--- config.mk ---
export PLATFORM = sky130hd
export DESIGN_NAME = gcd_stream
export DESIGN_NICKNAME = d
export VERILOG_FILES = /design/src/rtl/gcd_stream.sv
export SDC_FILE = /design/constraint.sdc
export NUM_CORES = 1
export LEC_CHECK = 0
export CORE_ASPECT_RATIO = 0.6
export CORE_MARGIN = 1.5
export CORE_UTILIZATION = 53
export CTS_BUF_LIST = sky130_fd_sc_hd__clkbuf_8 sky130_fd_sc_hd__clkbuf_16
export CTS_CLUSTER_DIAMETER = 150
export DETAILED_ROUTE_END_ITERATION = 8
export PLACE_DENSITY = 0.74
export SYNTH_ARGS = -nofsm -noshare
export SYNTH_HDL_FRONTEND = slang
export SYNTH_SLANG_ARGS = --single-unit
--- constraint.sdc ---
create_clock -name clk -period 2.4 [get_ports clk]
set_input_delay 0.48 -clock clk [delete_from_list [all_inputs] [get_ports clk]]
set_output_delay 0.48 -clock clk [all_outputs]
set_load 0.05 [all_outputs]
--- src/rtl/gcd_stream.sv ---
// gcd_stream: iterative binary (Stein) GCD with valid/ready on operands and result.
// Define GCD_CYCLE_COUNT_EN to add the out_cycles accept-to-result counter port.
module gcd_stream #(
    parameter int DATA_WIDTH  = 9,
    parameter int CYCLE_WIDTH = 8
) (
    input  logic                  clk,
    input  logic                  reset_n,
    input  logic                  in_valid,
    output logic                  in_ready,
    input  logic [DATA_WIDTH-1:0] a,
    input  logic [DATA_WIDTH-1:0] b,
    output logic                  busy,
    output logic                  out_valid,
    input  logic                  out_ready,
    output logic [DATA_WIDTH-1:0] y
`ifdef GCD_CYCLE_COUNT_EN
    ,
    output logic [CYCLE_WIDTH-1:0] out_cycles
`endif
);

    localparam int KW = $clog2(DATA_WIDTH);

    typedef enum logic [1:0] {
        IDLE,
        STRIP,
        REDUCE,
        DONE
    } state_t;

    if (DATA_WIDTH < 2 || CYCLE_WIDTH < 1) begin : g_bad_param
        $error("gcd_stream: DATA_WIDTH must be >= 2 and CYCLE_WIDTH >= 1");
    end

    state_t              state, state_n;
    logic [DATA_WIDTH-1:0] a_r, a_n;
    logic [DATA_WIDTH-1:0] b_r, b_n;
    logic [DATA_WIDTH-1:0] y_r, y_n;
    logic [KW-1:0]         k, k_n;
    logic                  accept;

    assign in_ready  = (state == IDLE);
    assign busy      = (state != IDLE);
    assign out_valid = (state == DONE);
    assign y         = y_r;
    assign accept    = in_valid && in_ready;

    always_ff @(posedge clk or negedge reset_n) begin
        if (!reset_n) begin
            state <= IDLE;
            a_r   <= '0;
            b_r   <= '0;
            y_r   <= '0;
            k     <= '0;
        end else begin
            state <= state_n;
            a_r   <= a_n;
            b_r   <= b_n;
            y_r   <= y_n;
            k     <= k_n;
        end
    end

    always_comb begin
        state_n = state;
        a_n     = a_r;
        b_n     = b_r;
        y_n     = y_r;
        k_n     = k;
        unique case (state)
            IDLE: begin
                if (in_valid) begin
                    a_n = a;
                    b_n = b;
                    k_n = '0;
                    // a zero operand short-circuits: gcd(0,x) = x
                    if (a == '0) begin
                        y_n     = b;
                        state_n = DONE;
                    end else if (b == '0) begin
                        y_n     = a;
                        state_n = DONE;
                    end else begin
                        state_n = STRIP;
                    end
                end
            end
            STRIP: begin
                if (!a_r[0] && !b_r[0]) begin
                    a_n = a_r >> 1;
                    b_n = b_r >> 1;
                    k_n = k + KW'(1);
                end else begin
                    state_n = REDUCE;
                end
            end
            REDUCE: begin
                if (a_r == b_r) begin
                    y_n     = a_r << k;
                    state_n = DONE;
                end else if (!a_r[0]) begin
                    a_n = a_r >> 1;
                end else if (!b_r[0]) begin
                    b_n = b_r >> 1;
                end else if (a_r > b_r) begin
                    a_n = (a_r - b_r) >> 1;
                end else begin
                    b_n = (b_r - a_r) >> 1;
                end
            end
            DONE: begin
                if (out_ready) state_n = IDLE;
            end
        endcase
    end

`ifdef GCD_CYCLE_COUNT_EN
    logic [CYCLE_WIDTH-1:0] cyc;

    assign out_cycles = cyc;

    always_ff @(posedge clk or negedge reset_n) begin
        if (!reset_n) begin
            cyc <= '0;
        end else if (accept) begin
            cyc <= '0;
        end else if ((state == STRIP || state == REDUCE) && cyc != '1) begin
            cyc <= cyc + CYCLE_WIDTH'(1);
        end
    end
`else
    logic unused_accept;
    assign unused_accept = accept;
`endif

endmodule

==> flow_summary_export.csv, run 1 <==
group,metric,value,unit
status,status,"completed",
grt,grt_antenna_before_repair,0,
cts,hold_buffers,0,
drt,drt-wirelength-per-cell,19.2,um
yosys,syn-num-nets,476,
critical_path,worst_r2r_endpoint,"a_r[4]",
sta,final.setup.tns,0,ps
yosys,synth_top_flop_cell,"sky130_fd_sc_hd__dfrtp_1",
finish,finalNetCount,556,
drt,route.antenna.remaining_nets,0,
grt,grt_first_pass_wirelength,17.6,mm
yosys,synth-async-reset-ratio,100,%
yosys,synth.cell_area,0.00340,mm^2
grt,number_of_global_route_vias_before_repair,3382,
die,core-area,0.00617,mm^2
finish,finish.utilization,71.7,%
die,die-height,65.1,um
critical_path,cp-end-kind,"flop",
yosys,yosys.cell_types.count,68,
drt,drt_pre_antenna_iters,5,
critical_path,critical_path.startpoint_type,"flop",
hold_path,hp-start,"y[4]",
sta,grt_setup_unrepaired,"yes",
finish,mostFrequentLayoutCells,"65 x sky130_fd_sc_hd__buf_4, 53 x sky130_fd_sc_hd__nand2_1, 34 x sky130_fd_sc_hd__inv_1, 33 x sky130_fd_sc_hd__dfrtp_1, 32 x sky130_fd_sc_hd__o21ai_0",
finish,syn_to_final_growth,29.8,%
sta,final-max-slew-violation-count,0,
cts,cts.sinks,33,
cts,path_clk_slew,80,ps
drt,remaining_drc_errors,0,
finish,filler_cell_count,508,
sta,fin_worst_skew,7.44,ps
drt,via_count,3759,
critical_path,reg2reg_setup_slack,20,ps
placed_design,place_congestion,0.945,
cts,clock_insertion_delay_worst_skew,300,ps
die,die_x,106,um
yosys,mean_syn_cell_area,7.95,um^2
sta,worst-slew-pin-transition,627,ps
sta,final-setup-viol-count,0,
placed_design,post-dp-hpwl,8.53,mm
critical_path,worst_r2r_path_depth,11,
critical_path,cp-startpoint,"a_r[2]",
yosys,synth-seq-cells,33,
critical_path,critical_path.max_fanout,9,
yosys,synth_warnings,0,
grt,largest_net_degree_at_the_start_of_global_routing,34,
sta,fin_crit,2380,ps
drt,vias_per_cell,6.34,
die,start_util,55.2,%
yosys,number_of_synthesized_flops_with_an_enable_pin,0,
drt,route.final.wire_length,11.4,mm
sta,fmax,0.420,GHz
grt,overall_track_demand_over_capacity_in_global_routing,33.3,%
die,placement_rows,22,
hold_path,hold_endpoint,"y[4]",
critical_path,timing.critical_path.required,2590,ps
run,max_cap_violations,0,
cts,tritoncts,"built",
cts,htree_num_levels,2,
die,dieArea,0.00693,mm^2
yosys,synth.yosys.seq_area_share,24.3,%
sta,finalHoldViolations,0,
hold_path,hold_depth,2,
cts,clock_path_buffers,2,
critical_path,critical_path.reg2reg.startpoint,"a_r[2]",
sta,timing.slew.headroom,57.9,%
drt,drtIter0Drc,422,
grt,grt_remaining_overflow,0,
critical_path,arrival,2570,ps
cts,cts-buffers-inserted,5,
sta,timing.final.crit_share,99.2,%
die,io_pins,34,
critical_path,path_class,"flop to flop",
finish,antenna_cells,0,
cts,root_buffer_cell,"sky130_fd_sc_hd__clkbuf_8",
hold_path,hold_path.class,"flop to flop",
finish,layout.cells.most_common,"sky130_fd_sc_hd__buf_4",
yosys,post_synth_inst_count,428,
finish,drive_above_1_share,23.2,%
placed_design,placement.io_buffers,33,
## what timing repair did
action / 4_1_cts / 5_1_grt
resized for setup: 4 / 27
endpoints found under the setup margin: 9 / 26
pin swaps: 1 / 5
setup buffers: 0 / 8
## worst max-delay path: stages (launching register included)
cell and delay (ps):
sky130_fd_sc_hd__dfrtp_1 420, sky130_fd_sc_hd__buf_4 150, sky130_fd_sc_hd__ha_1 210, sky130_fd_sc_hd__a21o_1 200, sky130_fd_sc_hd__a21oi_2 210, sky130_fd_sc_hd__a211oi_4 90
sky130_fd_sc_hd__buf_6 150, sky130_fd_sc_hd__buf_4 140, sky130_fd_sc_hd__o211ai_4 240, sky130_fd_sc_hd__buf_4 210, sky130_fd_sc_hd__nor2_1 60, sky130_fd_sc_hd__a22o_1 180
## metal layers
metal	vias up	global-route usage (%)	share of wire, %
met1	1781	50.3	45
met2	238	48.2	41
met5	-	0	0
li1	1713	-	-
met3	27	7.24	11
met4	0	6.67	2.2
## registers in the layout (all words and copies together), names as in the netlist
register / flops
state: 2
b_r: 9
a_r: 9
k: 4
y: 9
## metrics by stage
step	instances	area (um^2)	hold WS, ps	worst slack [ps]
6_report	593	4420	493	19.4
5_1_grt	593	4420	523	-89.4
4_1_cts	585	4230	495	-15.9
3_5_place_dp	577	4130	479	-143
3_3_place_gp	577	4130	470	-42.7
2_1_floorplan	428	3410	184	16.9
## cell type report
class,instances,area [um^2],share of cell area [%]
Timing Repair Buffer,99,842,19.1
Clock buffer,5,68.8,1.56
Sequential cell,33,826,18.7
Tap cell,84,105,2.38
Multi-Input combinational cell,336,2440,55.2
Inverter,33,124,2.80
Clock inverter,3,13.8,0.312
## synth_stat cells (all sizes together), types with 6 or more instances
| cell type | number | area (um^2) |
|---|---|---|
| a21oi | 30 | 154 |
| buf | 9 | 48.8 |
| clkbuf | 17 | 104 |
| dfrtp | 33 | 826 |
| ha | 24 | 300 |
| inv | 33 | 124 |
| mux2 | 9 | 101 |
| mux2i | 9 | 90.1 |
| nand2 | 53 | 199 |
| nand2b | 7 | 43.8 |
| nor2 | 28 | 105 |
| nor3 | 13 | 65.1 |
| o211ai | 6 | 60.1 |
| o21a | 8 | 60.1 |
| o21ai | 40 | 200 |
| o31ai | 9 | 67.6 |
## logic make-up (layout without fill, tap and decap cells)
logic type               after synthesis  in the layout  share of synthesized area [%]
XOR/XNOR                               6              6                           1.54
buffers and inverters                 59            140                           8.13
multiplexers                          19             19                           6.29
adder cells (fa/ha/maj)               26             26                           10.0
flip-flops                            33             33                           24.3
AND/OR/NAND/NOR                      141            141                           21.0
AO/OA/AOI/OAI                        144            144                           28.8
## how the worst max path moves through the flow
stage	to	slack, ps
final	a_r[4]	20
after global routing	b_r[5]	-90
after CTS	b_r[4]	-20
after detailed placement	y[2]	-140
after global placement	y[3]	-40
after floorplan	a_r[5]	20
Power of run 1 is not shown: default switching activity piles up to over one toggle a cycle in this logic, so the estimate is an artifact.
==> run 2, diff against run 1 <==
Settings changed: CELL_PAD_IN_SITES_DETAIL_PLACEMENT set to 0, CELL_PAD_IN_SITES_GLOBAL_PLACEMENT set to 1, CORE_UTILIZATION 53 to 39, PLACE_DENSITY 0.74 to 0.73.
==> run 2 against run 1 <==
  * Sequential cell count is the same
  * Utilization decreased by 17 points
  * Critical path type unchanged
  * Setup slack improved by 45 ps
  * Hold slack lost 210 ps
  * Die area increased by 34%
  * First-iteration DRC count down 23%
  * Count of clock-buffer cells in the layout rose by 2
  * Register-to-register slack better by 50 ps
  * Cell area increased by 4.8%
  * Wire length up 3.8%
  * Via count is 2.0% lower
  * Largest cell class unchanged
==> flow_summary_export.csv, run 2 (same netlist as run 1, synthesis figures left out) <==
group,metric,value,unit
critical_path,critical_path.slowest_cell,"sky130_fd_sc_hd__dfrtp_1",
cts,cts-buffers-inserted,5,
die,io_pins,34,
drt,remaining_drc_errors,0,
drt,route.final.wire_length,11.8,mm
finish,layout.cells.most_common,"sky130_fd_sc_hd__buf_4",
critical_path,critical_path.startpoint_type,"flop",
grt,grt_antenna_before_repair,0,
critical_path,path_delay_family,"compound AO/OA/AOI/OAI gates",
finish,finalNetCount,563,
die,start_util,40.1,%
die,dieArea,0.00931,mm^2
die,die-height,75.4,um
finish,post_layout_nonfiller_instances,628,
grt,grt.met2_usage,34.1,%
grt,number_of_global_route_vias_before_repair,3150,
grt,largest_net_degree_at_the_start_of_global_routing,34,
status,status,"completed",
critical_path,timing.critical_path.required,2600,ps
sta,final.setup.tns,0,ps
cts,clock_path_buffers,2,
cts,cts.sinks,33,
run,max_cap_violations,0,
grt,grt_first_pass_wirelength,18.2,mm
critical_path,path_class,"flop to flop",
sta,fin_worst_skew,5.19,ps
die,core-area,0.00849,mm^2
placed_design,place_congestion,0.901,
grt,grt.met3_usage,6.89,%
critical_path,worst_r2r_endpoint,"b_r[4]",
placed_design,post-place-ws,-115,ps
sta,finalHoldViolations,0,
cts,path_clk_slew,60,ps
sta,fmax,0.428,GHz
finish,filler_cell_count,787,
sta,timing.slew.headroom,44.7,%
drt,via_count,3685,
critical_path,cp_num_buf_inv,3,
drt,drt-wirelength-per-cell,18.8,um
critical_path,reg2reg_setup_slack,60,ps
grt,m1_gr_usage,43.3,%
critical_path,critical_path.cell_chain,"inv_2, ha_4, nor2b_2, o211ai_4, a211oi_4, buf_6, o211ai_4, buf_6, nand4b_1, a221oi_2",
grt,overall_track_demand_over_capacity_in_global_routing,26.6,%
sta,final-max-slew-violation-count,0,
sta,worst-slew-pin-transition,830,ps
finish,mostFrequentLayoutCells,"72 x sky130_fd_sc_hd__buf_4, 53 x sky130_fd_sc_hd__nand2_1, 32 x sky130_fd_sc_hd__dfrtp_1, 31 x sky130_fd_sc_hd__inv_1, 31 x sky130_fd_sc_hd__o21ai_0",
sta,final-setup-viol-count,0,
die,placement_rows,26,
placed_design,post-dp-hpwl,9.25,mm
critical_path,arrival,2530,ps
critical_path,cp-end-kind,"flop",
drt,drt_pre_antenna_iters,5,
finish,design_area,0.00463,mm^2
grt,grt_remaining_overflow,0,
critical_path,critical_path.reg2reg.startpoint,"a_r[1]",
sta,timing.final.crit_share,97.3,%
drt,drtIter0Drc,325,
finish,syn_to_final_growth,36.1,%
cts,hold_buffers,0,
sta,worst_case_setup_margin_in_the_final_layout,64.8,ps
die,die_x,124,um
placed_design,placement.io_buffers,33,
grt,grt.busiest_layer,"met1",
drt,route.antenna.remaining_nets,0,
cts,clock_insertion_delay_worst_skew,290,ps
finish,antenna_cells,0,
drt,vias_per_cell,5.87,
placed_design,placed_cells_incl_taps,617,
critical_path,worst_r2r_path_depth,10,
critical_path,critPathMaxStageDelay,390,ps
critical_path,critical_path.max_fanout,5,
cts,htree_num_levels,2,
cts,root_buffer_cell,"sky130_fd_sc_hd__clkbuf_16",
finish,drive_above_1_share,26.6,%
sta,fin_crit,2340,ps
cts,tritoncts,"built",
placed_design,post_detailed_placement_cell_area,0.00425,mm^2
hold_path,hold_path.class,"input port to asynchronous set/reset pin",
[run 2: stage by stage]
stage	hold WS, ps	utilization, %
2_1_floorplan	184	-
3_3_place_gp	470	50.1
3_5_place_dp	481	50.1
4_1_cts	320	52.1
5_1_grt	363	54.5
6_report	283	54.5
[run 2: repair_timing]
action                     4_1_cts  5_1_grt
gates resized for setup          5       40
setup endpoints to repair        8       25
pin swaps                        1       15
buffers inserted                 0        3
[run 2: worst max path at each step]
stage	startpoint	end	depth (start not counted)
final	a_r[1]	b_r[4]	10
after global routing	a_r[1]	a_r[1]	9
after CTS	a_r[1]	b_r[5]	10
after detailed placement	a[2]	y[2]	6
after global placement	a_r[1]	b_r[1]	9
after floorplan	a_r[0]	a_r[5]	10
[run 2: cell type report]
class	count	area, um^2	area share [%]
well taps	112	140	3.03
flip-flops and latches	33	827	17.9
repair buffers	106	888	19.2
multi-input cells	336	2490	53.9
clock buffers	7	153	3.30
inverters	33	124	2.67
clock inverters	1	5.00	0.108
[run 2: layer usage]
metal	share of wire, %	routed length [um]
met1	51	6060
met2	39	4600
met3	9.3	1100
met4	0.69	82
met5	0	0
Power of run 2 is left out for the same reason.
==> run 3, diff against run 2 <==
Settings changed: CORE_MARGIN 1.5 to 5.
==> run 3 against run 2 <==
  * Maximum frequency increased by 0.31%
  * Clock skew about the same
  * Utilization decreased by 0.58 points
  * Hold slack improved by 19 ps
  * Final cell count decreased by 0.32%
  * Global-route usage decreased by 3.8 points
  * Setup slack improved by 7.1 ps
  * Critical path depth decreased by 1
  * Cell area decreased by 0.68%
  * Via count decreased by 1.4%
  * Register-to-register slack about the same
==> flow_summary_export.csv, run 3 (same netlist as run 1, synthesis figures left out) <==
group,metric,value,unit
sta,timing.final.crit_share,97.0,%
finish,drive_above_1_share,25.5,%
sta,fin_worst_skew,4.72,ps
critical_path,critical_path.startpoint_type,"flop",
placed_design,placement.io_buffers,33,
cts,clock_insertion_delay_worst_skew,280,ps
placed_design,post-dp-hpwl,9.35,mm
drt,route.antenna.remaining_nets,0,
grt,grt_first_pass_wirelength,18.7,mm
finish,syn_to_final_growth,35.1,%
drt,drtIter0Drc,377,
drt,drt_pre_antenna_iters,5,
critical_path,timing.critical_path.required,2560,ps
critical_path,critical-path-top-cell-by-count,"sky130_fd_sc_hd__o21a_1",
die,start_util,39.9,%
drt,remaining_drc_errors,0,
critical_path,cp_num_buf_inv,2,
sta,final.setup.tns,0,ps
cts,hold_buffers,0,
drt,vias_per_cell,5.80,
grt,grt_antenna_before_repair,0,
grt,largest_net_degree_at_the_start_of_global_routing,34,
die,core-area,0.00852,mm^2
critical_path,critPathMaxStageDelay,500,ps
cts,cts.sinks,33,
sta,fin_crit,2330,ps
finish,mostFrequentLayoutCells,"69 x sky130_fd_sc_hd__buf_4, 53 x sky130_fd_sc_hd__nand2_1, 33 x sky130_fd_sc_hd__o21ai_0, 33 x sky130_fd_sc_hd__dfrtp_1, 32 x sky130_fd_sc_hd__inv_1",
finish,layout.cells.most_common,"sky130_fd_sc_hd__buf_4",
critical_path,critical_path.max_fanout,3,
cts,path_clk_slew,60,ps
sta,final-setup-viol-count,0,
placed_design,post-place-ws,-113,ps
run,max_cap_violations,0,
sta,fmax,0.430,GHz
cts,htree_num_levels,2,
critical_path,arrival,2490,ps
sta,final-max-slew-violation-count,0,
sta,finalHoldViolations,0,
grt,grt_remaining_overflow,0,
drt,route.final.wire_length,12.1,mm
cts,root_buffer_cell,"sky130_fd_sc_hd__clkbuf_16",
grt,overall_track_demand_over_capacity_in_global_routing,22.8,%
finish,finish.utilization,54.0,%
critical_path,path_delay_family,"simple AND/OR/NAND/NOR gates",
sta,worst_case_setup_margin_in_the_final_layout,71.9,ps
cts,tritoncts,"built",
die,die-height,82.4,um
grt,number_of_global_route_vias_before_repair,3305,
finish,antenna_cells,0,
sta,timing.slew.headroom,43.0,%
critical_path,path_class,"flop to flop",
cts,cts-buffers-inserted,5,
sta,worst-slew-pin-transition,855,ps
drt,via_count,3633,
die,dieArea,0.0108,mm^2
critical_path,critical_path.slowest_cell,"sky130_fd_sc_hd__or4_1",
finish,finalNetCount,563,
cts,clock_path_buffers,2,
drt,drt-wirelength-per-cell,19.3,um
critical_path,critical_path.cell_chain,"inv_1, ha_1, buf_4, nor2b_2, o21a_1, o21a_1, or4_1, a41oi_2, o31ai_1",
die,placement_rows,26,
finish,filler_cell_count,817,
die,io_pins,34,
status,status,"completed",
placed_design,place_congestion,0.919,
die,die_x,131,um
critical_path,cp-end-kind,"flop",
hold_path,hold_path.class,"input port to asynchronous set/reset pin",
sta,final.hold.worst_slack,303,ps
[run 3: layout make-up]
class / instances / area [um^2] / area share, %
Multi-Input combinational cell: 336 / 2480 / 53.9
Timing Repair Buffer: 106 / 900 / 19.6
Sequential cell: 33 / 826 / 18.0
Tap cell: 112 / 140 / 3.05
Clock buffer: 5 / 125 / 2.72
Inverter: 33 / 124 / 2.69
Clock inverter: 1 / 5.00 / 0.109
[run 3: routing by layer]
layer	up-vias	GRT usage, %	part of all wire (%)	wire length [um]
li1	1726	-	-	-
met1	1733	36.4	52	6230
met2	158	29.5	38	4630
met3	16	6.36	8.6	1040
met4	0	4.72	1.3	151
met5	-	0	0	0
[run 3: timing repair]
| action | in CTS | in global routing |
|---|---|---|
| pin swaps | 2 | 10 |
| setup endpoints to repair | 9 | 22 |
| buffers inserted | 0 | 5 |
| gates resized for setup | 6 | 35 |
[run 3: through the flow]
| stage | instance area, um^2 | instances |
|---|---|---|
| floorplan | 3410 | 428 |
| CTS | 4400 | 621 |
| global placement | 4240 | 615 |
| finish | 4600 | 626 |
| detailed placement | 4240 | 615 |
| global route | 4600 | 626 |
[run 3: final timing paths]
kind,from,to,slack (ps),depth (start not counted)
max reg2reg,a_r[2],b_r[7],70,9
min,reset_n,a_r[0],300,1
max,a_r[2],b_r[7],70,9
min reg2reg,y[4],y[4],480,2
min in group clk,y[4],y[4],480,2
max in group asynchronous,reset_n,a_r[7],1560,1
Power of run 3 is left out for the same reason.
